[src/rtl/mini_core_pipe_ctrl_if.sv]
// Signal bundle between the mini_core datapath/decoder (master) and the
// pipeline controller (slave).
interface mini_core_pipe_ctrl_if #(
   parameter int NUM_STAGES = 5,
   parameter int REG_AW     = 5
);
   logic                  fetch_valid;
   logic [REG_AW-1:0]     dec_rs1;
   logic [REG_AW-1:0]     dec_rs2;
   logic                  dec_use_rs1;
   logic                  dec_use_rs2;
   logic [REG_AW-1:0]     exe_rd;
   logic                  exe_is_load;
   logic                  branch_taken;
   logic                  mem_req;
   logic                  mem_is_rd;
   logic                  dmem_ready;
   logic                  dmem_rd_rsp_valid;
   logic [NUM_STAGES-1:0] ready;
   logic [NUM_STAGES-1:0] valid;
   logic [NUM_STAGES-1:0] flush;
   logic                  load_hzrd;
   logic                  dmem_tmo;
   logic [31:0]           perf_cycles;
   logic [31:0]           perf_retired;
   logic [31:0]           perf_stalls;
   logic [31:0]           perf_flushes;

   modport master (
      output fetch_valid, dec_rs1, dec_rs2, dec_use_rs1, dec_use_rs2,
             exe_rd, exe_is_load, branch_taken, mem_req, mem_is_rd,
             dmem_ready, dmem_rd_rsp_valid,
      input  ready, valid, flush, load_hzrd, dmem_tmo,
             perf_cycles, perf_retired, perf_stalls, perf_flushes
   );

   modport slave (
      input  fetch_valid, dec_rs1, dec_rs2, dec_use_rs1, dec_use_rs2,
             exe_rd, exe_is_load, branch_taken, mem_req, mem_is_rd,
             dmem_ready, dmem_rd_rsp_valid,
      output ready, valid, flush, load_hzrd, dmem_tmo,
             perf_cycles, perf_retired, perf_stalls, perf_flushes
   );
endinterface

[src/rtl/mini_core_pipe_ctrl.sv]
// Pipeline control for mini_core: per-stage valid/ready/flush, load-use interlock and
// D_MEM request/response tracking with timeout. MINI_CORE_PERF_CNT_EN adds perf counters.
module mini_core_pipe_ctrl #(
   parameter int NUM_STAGES = 5,
   parameter int BR_STAGE   = 2,
   parameter int MEM_STAGE  = 3,
   parameter int REG_AW     = 5,
   parameter int DMEM_TMO   = 64
) (
   input  logic                 clk,
   input  logic                 rst,
   mini_core_pipe_ctrl_if.slave pif
);
   localparam int CW = $clog2(DMEM_TMO + 1);
   localparam logic [CW-1:0] TMO_MAX  = CW'(DMEM_TMO);
   localparam logic [CW-1:0] TMO_LAST = CW'(DMEM_TMO - 1);

   typedef enum logic [0:0] {ST_IDLE = 1'b0, ST_RSP_WAIT = 1'b1} state_t;

   state_t                state_reg, state_next;
   logic [NUM_STAGES-1:1] valid_reg, valid_next;
   logic [CW-1:0]         wait_cnt_reg, wait_cnt_next;
   logic                  tmo_reg, tmo_next;
   logic [NUM_STAGES-1:0] valid_w, ready_w, flush_w;
   logic                  mem_stall, hzrd_raw, branch_flush, load_stall, load_accept;

   // Stage 0 always holds a fetch in flight once out of reset.
   assign valid_w = rst ? '0 : {valid_reg, 1'b1};

   always_comb begin
      mem_stall = 1'b0;
      if (!rst) begin
         if (state_reg == ST_IDLE)
            mem_stall = valid_w[MEM_STAGE] & pif.mem_req & ~pif.dmem_ready;
         else
            mem_stall = ~pif.dmem_rd_rsp_valid;
      end
   end

   assign hzrd_raw = valid_w[BR_STAGE] & pif.exe_is_load & (pif.exe_rd != '0) &
                     ((pif.dec_use_rs1 & (pif.dec_rs1 == pif.exe_rd)) |
                      (pif.dec_use_rs2 & (pif.dec_rs2 == pif.exe_rd)));

   // Memory stall dominates; a branch flush makes the load-use stall pointless.
   assign branch_flush = pif.branch_taken & valid_w[BR_STAGE] & ~mem_stall;
   assign load_stall   = hzrd_raw & ~mem_stall & ~branch_flush;

   // A response in the acceptance cycle is a zero-wait load and needs no wait state.
   assign load_accept = valid_w[MEM_STAGE] & pif.mem_req & pif.mem_is_rd &
                        pif.dmem_ready & ~pif.dmem_rd_rsp_valid;

   for (genvar gi = 0; gi < NUM_STAGES; gi++) begin : g_stage
      assign ready_w[gi] = ~((mem_stall & (gi <= MEM_STAGE)) | (load_stall & (gi <= 1)));
      assign flush_w[gi] = branch_flush & (gi >= 1) & (gi <= BR_STAGE);
   end

   for (genvar gi = 1; gi < NUM_STAGES; gi++) begin : g_valid
      logic src;
      logic bubble;
      if (gi == 1) begin : g_first
         assign src = pif.fetch_valid;
      end else begin : g_rest
         assign src = valid_w[gi-1];
      end
      assign bubble = flush_w[gi] | (mem_stall & (gi == MEM_STAGE + 1)) |
                      (load_stall & (gi == 2));
      assign valid_next[gi] = ready_w[gi] ? (src & ~bubble) : valid_reg[gi];
   end

   always_comb begin
      state_next    = state_reg;
      wait_cnt_next = '0;
      tmo_next      = tmo_reg;
      case (state_reg)
         ST_IDLE:     if (load_accept) state_next = ST_RSP_WAIT;
         ST_RSP_WAIT: if (pif.dmem_rd_rsp_valid) state_next = ST_IDLE;
         default:     state_next = ST_IDLE;
      endcase
      // Counter saturates so the sticky flag cannot be missed by a wrap.
      if (mem_stall) begin
         wait_cnt_next = (wait_cnt_reg == TMO_MAX) ? wait_cnt_reg : wait_cnt_reg + 1'b1;
         if (wait_cnt_reg >= TMO_LAST) tmo_next = 1'b1;
      end
   end

   always_ff @(posedge clk) begin
      if (rst) begin
         state_reg    <= ST_IDLE;
         valid_reg    <= '0;
         wait_cnt_reg <= '0;
         tmo_reg      <= 1'b0;
      end else begin
         state_reg    <= state_next;
         valid_reg    <= valid_next;
         wait_cnt_reg <= wait_cnt_next;
         tmo_reg      <= tmo_next;
      end
   end

   assign pif.ready     = ready_w;
   assign pif.valid     = valid_w;
   assign pif.flush     = flush_w;
   assign pif.load_hzrd = load_stall;
   assign pif.dmem_tmo  = tmo_reg;

`ifdef MINI_CORE_PERF_CNT_EN
   logic [31:0] cyc_reg, ret_reg, stl_reg, fl_reg;

   always_ff @(posedge clk) begin
      if (rst) begin
         cyc_reg <= '0;
         ret_reg <= '0;
         stl_reg <= '0;
         fl_reg  <= '0;
      end else begin
         cyc_reg <= cyc_reg + 32'd1;
         ret_reg <= ret_reg + 32'(valid_w[NUM_STAGES-1]);
         stl_reg <= stl_reg + 32'(mem_stall | load_stall);
         fl_reg  <= fl_reg + 32'(branch_flush);
      end
   end

   assign pif.perf_cycles  = cyc_reg;
   assign pif.perf_retired = ret_reg;
   assign pif.perf_stalls  = stl_reg;
   assign pif.perf_flushes = fl_reg;
`else
   assign pif.perf_cycles  = '0;
   assign pif.perf_retired = '0;
   assign pif.perf_stalls  = '0;
   assign pif.perf_flushes = '0;
`endif
endmodule

[src/flat_wrapper.sv]
// flat-port wrapper written by rule: the top's interface ports become plain ports
module mini_core_pipe_ctrl_flat 
#(
   parameter int NUM_STAGES = 5,
   parameter int BR_STAGE   = 2,
   parameter int MEM_STAGE  = 3,
   parameter int REG_AW     = 5,
   parameter int DMEM_TMO   = 64
)
  (clk, rst, pif_fetch_valid, pif_dec_rs1, pif_dec_rs2, pif_dec_use_rs1, pif_dec_use_rs2, pif_exe_rd, pif_exe_is_load, pif_branch_taken, pif_mem_req, pif_mem_is_rd, pif_dmem_ready, pif_dmem_rd_rsp_valid, pif_ready, pif_valid, pif_flush, pif_load_hzrd, pif_dmem_tmo, pif_perf_cycles, pif_perf_retired, pif_perf_stalls, pif_perf_flushes);
  mini_core_pipe_ctrl_if #(.NUM_STAGES(NUM_STAGES), .REG_AW(REG_AW)) pif_i ();
  input  logic clk;
  input  logic rst;
  input wire logic [$bits(pif_i.fetch_valid)-1:0] pif_fetch_valid;
  input wire logic [$bits(pif_i.dec_rs1)-1:0] pif_dec_rs1;
  input wire logic [$bits(pif_i.dec_rs2)-1:0] pif_dec_rs2;
  input wire logic [$bits(pif_i.dec_use_rs1)-1:0] pif_dec_use_rs1;
  input wire logic [$bits(pif_i.dec_use_rs2)-1:0] pif_dec_use_rs2;
  input wire logic [$bits(pif_i.exe_rd)-1:0] pif_exe_rd;
  input wire logic [$bits(pif_i.exe_is_load)-1:0] pif_exe_is_load;
  input wire logic [$bits(pif_i.branch_taken)-1:0] pif_branch_taken;
  input wire logic [$bits(pif_i.mem_req)-1:0] pif_mem_req;
  input wire logic [$bits(pif_i.mem_is_rd)-1:0] pif_mem_is_rd;
  input wire logic [$bits(pif_i.dmem_ready)-1:0] pif_dmem_ready;
  input wire logic [$bits(pif_i.dmem_rd_rsp_valid)-1:0] pif_dmem_rd_rsp_valid;
  output wire logic [$bits(pif_i.ready)-1:0] pif_ready;
  output wire logic [$bits(pif_i.valid)-1:0] pif_valid;
  output wire logic [$bits(pif_i.flush)-1:0] pif_flush;
  output wire logic [$bits(pif_i.load_hzrd)-1:0] pif_load_hzrd;
  output wire logic [$bits(pif_i.dmem_tmo)-1:0] pif_dmem_tmo;
  output wire logic [$bits(pif_i.perf_cycles)-1:0] pif_perf_cycles;
  output wire logic [$bits(pif_i.perf_retired)-1:0] pif_perf_retired;
  output wire logic [$bits(pif_i.perf_stalls)-1:0] pif_perf_stalls;
  output wire logic [$bits(pif_i.perf_flushes)-1:0] pif_perf_flushes;
  assign pif_i.fetch_valid = pif_fetch_valid;
  assign pif_i.dec_rs1 = pif_dec_rs1;
  assign pif_i.dec_rs2 = pif_dec_rs2;
  assign pif_i.dec_use_rs1 = pif_dec_use_rs1;
  assign pif_i.dec_use_rs2 = pif_dec_use_rs2;
  assign pif_i.exe_rd = pif_exe_rd;
  assign pif_i.exe_is_load = pif_exe_is_load;
  assign pif_i.branch_taken = pif_branch_taken;
  assign pif_i.mem_req = pif_mem_req;
  assign pif_i.mem_is_rd = pif_mem_is_rd;
  assign pif_i.dmem_ready = pif_dmem_ready;
  assign pif_i.dmem_rd_rsp_valid = pif_dmem_rd_rsp_valid;
  assign pif_ready = pif_i.ready;
  assign pif_valid = pif_i.valid;
  assign pif_flush = pif_i.flush;
  assign pif_load_hzrd = pif_i.load_hzrd;
  assign pif_dmem_tmo = pif_i.dmem_tmo;
  assign pif_perf_cycles = pif_i.perf_cycles;
  assign pif_perf_retired = pif_i.perf_retired;
  assign pif_perf_stalls = pif_i.perf_stalls;
  assign pif_perf_flushes = pif_i.perf_flushes;
  mini_core_pipe_ctrl #(.NUM_STAGES(NUM_STAGES), .BR_STAGE(BR_STAGE), .MEM_STAGE(MEM_STAGE), .REG_AW(REG_AW), .DMEM_TMO(DMEM_TMO)) u_core (.clk(clk), .rst(rst), .pif(pif_i));
endmodule
[config.mk]
export PLATFORM = sky130hd
export DESIGN_NAME = mini_core_pipe_ctrl_flat
export DESIGN_NICKNAME = d
export VERILOG_FILES = /design/src/rtl/mini_core_pipe_ctrl_if.sv /design/src/rtl/mini_core_pipe_ctrl.sv /design/src/flat_wrapper.sv
export SDC_FILE = /design/constraint.sdc
export NUM_CORES = 1
export LEC_CHECK = 0
export CAP_MARGIN = 20
export CORE_MARGIN = 3
export CORE_UTILIZATION = 50
export CTS_CLUSTER_DIAMETER = 120
export DETAILED_ROUTE_END_ITERATION = 10
export DONT_BUFFER_PORTS = 1
export GPL_ROUTABILITY_DRIVEN = 1
export SYNTH_ARGS = -nofsm -noshare
export SYNTH_HDL_FRONTEND = slang
export SYNTH_SLANG_ARGS = --single-unit
[constraint.sdc]
create_clock -name clk -period 2.8 [get_ports clk]
set_clock_uncertainty 0.05 [all_clocks]
set_input_delay 0.14 -clock clk [delete_from_list [all_inputs] [get_ports clk]]
set_output_delay 0.14 -clock clk [all_outputs]
set_load 0.005 [all_outputs]
# Word level (Yosys, flattened, before mapping)
# Cells that the tools add are included.
[totals]
register_bits = 13
out_inout_bits = 145
[op_classes]
add_sub_neg = 1
magnitude_cmp = 1
eq_ne = 3
mux = 6
bitwise_logic = 27
reduce_logical = 3
[op_table]
columns = ["cell", "n"]
rows = [
  ["1-bit AND", 17],
  ["5-bit == test", 2],
  ["7-bit by 1-bit adder with 7-bit output, second input constant", 1],
  ["7-bit == test, second input constant", 1],
  ["7-bit by 6-bit >= comparator with 1-bit output, second input constant", 1],
  ["1-bit inverter", 7],
  ["5-bit two-way mux", 1],
  ["5-bit nonzero test", 1],
  ["1-bit two-way mux", 4],
  ["1-bit OR", 3],
  ["1-bit one-hot mux with 2 select lines", 1],
  ["2-bit AND reduction", 1],
  ["2-bit OR reduction", 1],
]

# Logic depth before layout (Yosys ltp)
[logic_depth]
depth_word = 12
ltp_mapped = 7
mapped_depth_nobuf = 7

# Worst setup path before layout
# Ideal clock, no wire load.
[synth_path]
path_type = "register to output"
startpoint = "register u_core.state_reg"
endpoint = "output port pif_ready[1]"
arrival_time_ps = 1484
slack_ps = 1126
stages_incl_launch_ff = 6
path_cell_list = "dfxtp_1 > nor2_1 > a32oi_4 > nand2_2 > o41a_1 > buf_4"
[synth_via]
elab_chain_len = 8
word_cells_on_any_way = 9
classes_between = "2 x mux; 7 x bitwise"
[synth_rtl]
columns = ["item", "line_no", "text"]
rows = [
  ["start, declared", "mini_core_pipe_ctrl.sv:20", "state_t state_reg, state_next;"],
  ["start signal, assigned", "mini_core_pipe_ctrl.sv:93", "state_reg <= state_next;"],
  ["1-bit two-way mux *", "mini_core_pipe_ctrl.sv:33", "if (state_reg == ST_IDLE)"],
  ["1-bit two-way mux *", "mini_core_pipe_ctrl.sv:32", "if (!rst) begin"],
  ["1-bit inverter", "mini_core_pipe_ctrl.sv:45, mini_core_pipe_ctrl.sv:46", ""],
  ["1-bit AND", "mini_core_pipe_ctrl.sv:45", "assign branch_flush = pif.branch_taken & valid_w[BR_STAGE] & ~mem_stall;"],
  ["1-bit inverter", "mini_core_pipe_ctrl.sv:46", "assign load_stall = hzrd_raw & ~mem_stall & ~branch_flush;"],
  ["1-bit AND", "mini_core_pipe_ctrl.sv:46", ""],
  ["1-bit OR *", "-", ""],
  ["1-bit inverter *", "-", ""],
  ["end, declared", "flat_wrapper.sv:26", "output wire logic [$bits(pif_i.ready)-1:0] pif_ready;"],
]
# Every way passes the cells marked *; elsewhere a longest branch is shown, timed or not.

# Final worst setup path
[layout_path]
startpoint = "register u_core.state_reg"
endpoint = "output port pif_load_hzrd"
[layout_via]
elab_chain_len = 6
word_cells_on_any_way = 7
classes_between = "2 x mux; 5 x bitwise"
[layout_rtl]
columns = ["item", "line_no", "text"]
rows = [
  ["1-bit two-way mux *", "mini_core_pipe_ctrl.sv:33", ""],
  ["1-bit two-way mux *", "mini_core_pipe_ctrl.sv:32", ""],
  ["1-bit inverter *", "mini_core_pipe_ctrl.sv:45, mini_core_pipe_ctrl.sv:46", ""],
  ["1-bit AND", "mini_core_pipe_ctrl.sv:45", ""],
  ["1-bit inverter", "mini_core_pipe_ctrl.sv:46", ""],
  ["1-bit AND *", "mini_core_pipe_ctrl.sv:46", ""],
  ["end, declared", "flat_wrapper.sv:29", "output wire logic [$bits(pif_i.load_hzrd)-1:0] pif_load_hzrd;"],
]
# Marks and branches as above.

==> metrics.yaml <==
yosys:
  synth-compound-area-share_pct: 5.12
  muxShareOfSynthArea_pct: 1.11
  yosysUniqueCellTypes: 34
  yosys_warnings: 0
  synth-seq-area-share_pct: 14.4
  synthAdderAreaFrac_pct: 1.39
  avgSynthCellArea_um2: 7.92
  synth_xor_area_share_pct: 7.76
  synth_top_family_by_area: "buffers and inverters"
  synth_flop_cell: "dfxtp_1"
  ys_seq_elements: 13
  netlist_instances: 228
  synth-simple-area-share_pct: 12.3
  syn_area_um2: 1810
  async_flop_share_pct: 0
  synth-edff-count: 0
final_layout:
  layout-drive-gt1-share_pct: 2.62
  nFillCells: 370
  largest_reg_flops: 7
  area_growth_pct: -23.2
  nets: 258
  most-common-layout-cells: "132 x conb_1, 13 x nor2_1, 13 x dfxtp_1"
  diodes: 0
  final_cells: 275
  fin_area_um2: 1390
  final_common_cell: "conb_1"
pwr:
  power_w: 0.000377
  p_switching_w: 0.000119
  combPwrFrac_pct: 19.3
  swShare_pct: 31.6
  internal_power_w: 0.000258
  p_per_area_nw_per_um2: 271
  power.share.sequential_pct: 50.1
  total_leakage_power_nw: 0.749
  max-vdd-ir-drop_mv: 0.0908
  clockPowerShare_pct: 30.6
timing:
  finalSetupTns_ps: 0
  grt_setup_unrepaired: "no"
  tightestPinTransition_ps: 577
  slew_headroom_pct: 61.2
  fin_crit_sh_pct: 70.9
  finalWorstSetupSlack_ps: 814
  setup_violations: 0
  min_period_ps: 1990
  finalHoldViolCount: 0
  finalMaxSlewViolations: 0
  max_freq_ghz: 0.504
hold_path:
  hold_depth: 3
  hold_path_startpoint: "pif_branch_taken"
  hp-class: "input port to flop"
  whs_endpoint: "u_core.valid_reg[2]$_SDFFE_PP0N_"
clock_tree:
  cts_root_buffer: "clkbuf_4"
  htreeDepth: 1
  cts_setup_buffers: 0
  cts_made_buffers: 3
  cts.sinks: 13
  cts.clk_slew.worst_paths_ps: 80
  ctsResizeCount: 0
  cts_tree: "done"
  clk_path_buf_depth: 2
  cts_hold_buf: 3
  clkLatencyLatePin_ps: 270
route:
  drc: 0
  drt_wl_total_mm: 2.65
  drtIter0Drc: 33
  ant_nets: 0
  vias: 976
  firstDrtPassIters: 4
  avgRoutedWirePerCell_um: 9.62
  post_drt_via_cell_ratio: 3.55
grt:
  grt_pass1_wl_mm: 3.11
  antenna_found_initial: 0
  grt_use_total_pct: 9.61
  grt-ovfl-total: 0
  grt_pass1_vias: 603
  grt_max_degree: 9
placement:
  preCtsSetupSlack_ps: 1020
  dp.cells: 268
  place_congestion: 0.823
  port_buffers: 0
  placed_cell_area_um2: 1330
  dpl.hpwl_mm: 2.28
die:
  dieArea_um2: 4370
  chipHeight_um: 66.1
  start_util_pct: 52.9
  die_w_um: 66.1
  rows: 21
  core-area_um2: 3420
  io_pins: 171
setup_path:
  r2r_slack_ps: 1010
  r2r_end: "u_core.valid_reg[1]$_SDFFE_PP0N_"
  crit_fanout: 8
  reg2reg_depth: 5
  path_class: "flop to output pin"
  startpoint_type: "flop"
  crit_path_end_kind: "output pin"
  worst_ep_arrival_time_ps: 1800
  rr_startpoint: "u_core.state_reg$_SDFF_PP0_"
  required_ps: 2610
status:
  status: "finished clean"
run:
  maxCapViolations: 0
## per-stage QoR
step | util, % | hold WS, ps
final | 40.6 | 28.2
after global routing | 40.6 | 18.4
after CTS | 40.6 | 24.6
after detailed placement | 39.0 | 167
after global placement | 39.0 | 165
after floorplan | - | 162
## worst max-delay path: stages (launching register included)
cell     delay, ps
dfxtp_1        410
nor2_1         110
a32oi_4        370
nand2_2        100
nor4_1         540
## how the worst max path moves through the flow
stage / startpoint / to / slack (ps)
after floorplan: u_core.state_reg$_SDFF_PP0_ / pif_ready[1] / 1130
after global placement: u_core.state_reg$_SDFF_PP0_ / u_core.valid_reg[1]$_SDFFE_PP0N_ / 1050
after detailed placement: u_core.state_reg$_SDFF_PP0_ / u_core.valid_reg[1]$_SDFFE_PP0N_ / 1020
after CTS: u_core.state_reg$_SDFF_PP0_ / pif_ready[1] / 850
after global routing: u_core.state_reg$_SDFF_PP0_ / pif_load_hzrd / 700
final: u_core.state_reg$_SDFF_PP0_ / pif_load_hzrd / 810
## area by class of cell
class	count	area (um2)	share of cell area (%)
multi-input cells	204	995	71.7
flip-flops and latches	13	260	18.8
well taps	46	57.6	4.15
repair buffers	3	30.0	2.16
clock buffers	4	26.3	1.89
inverters	5	18.8	1.35
## cells in the mapped netlist (2+ instances only)
| cell type | count | area, um2 |
|---|---|---|
| a21o_1 | 2 | 15.0 |
| and3_1 | 2 | 12.5 |
| buf_4 | 136 | 1020 |
| conb_1 | 2 | 7.51 |
| dfxtp_1 | 13 | 260 |
| ha_1 | 2 | 25.0 |
| inv_1 | 5 | 18.8 |
| mux2i_1 | 2 | 20.0 |
| nand2_1 | 3 | 11.3 |
| nand2b_1 | 2 | 12.5 |
| nand3_1 | 8 | 40.0 |
| nor2_1 | 13 | 48.8 |
| nor4_1 | 3 | 18.8 |
| xnor2_1 | 4 | 35.0 |
| xor2_1 | 12 | 105 |
## cell families after synthesis
group                      count (synthesis)
buffers and inverters                    141
AOI/OAI and AO/OA                         10
xor gates and xnor gates                  16
DFF                                       13
muxes                                      2
adders and majority gates                  2
and+or+nand+nor                           42
other                                      2
## power by group through the flow
| stage | Combinational (W) | Clock [W] | Sequential [W] |
|---|---|---|---|
| 5_1_grt | 0.0000871 | 0.000129 | 0.000189 |
| 3_5_place_dp | 0.0000629 | 0 | 0.000193 |
| 3_3_place_gp | 0.0000632 | 0 | 0.000193 |
| 6_report | 0.0000727 | 0.000115 | 0.000189 |
| 4_1_cts | 0.0000674 | 0.000122 | 0.000189 |
| 2_1_floorplan | 0.000195 | 0 | 0.000192 |
## layer usage
metal / vias up / GRT usage (%) / share of wire [%] / wire, um
met5: - / 0 / 0 / 0
met4: 0 / 6.85 / 2.6 / 70
met3: 6 / 3.23 / 18 / 474
met2: 101 / 13.3 / 46 / 1220
met1: 412 / 12.2 / 33 / 875
li1: 457 / - / - / -
(Power assumes the default switching activity.)
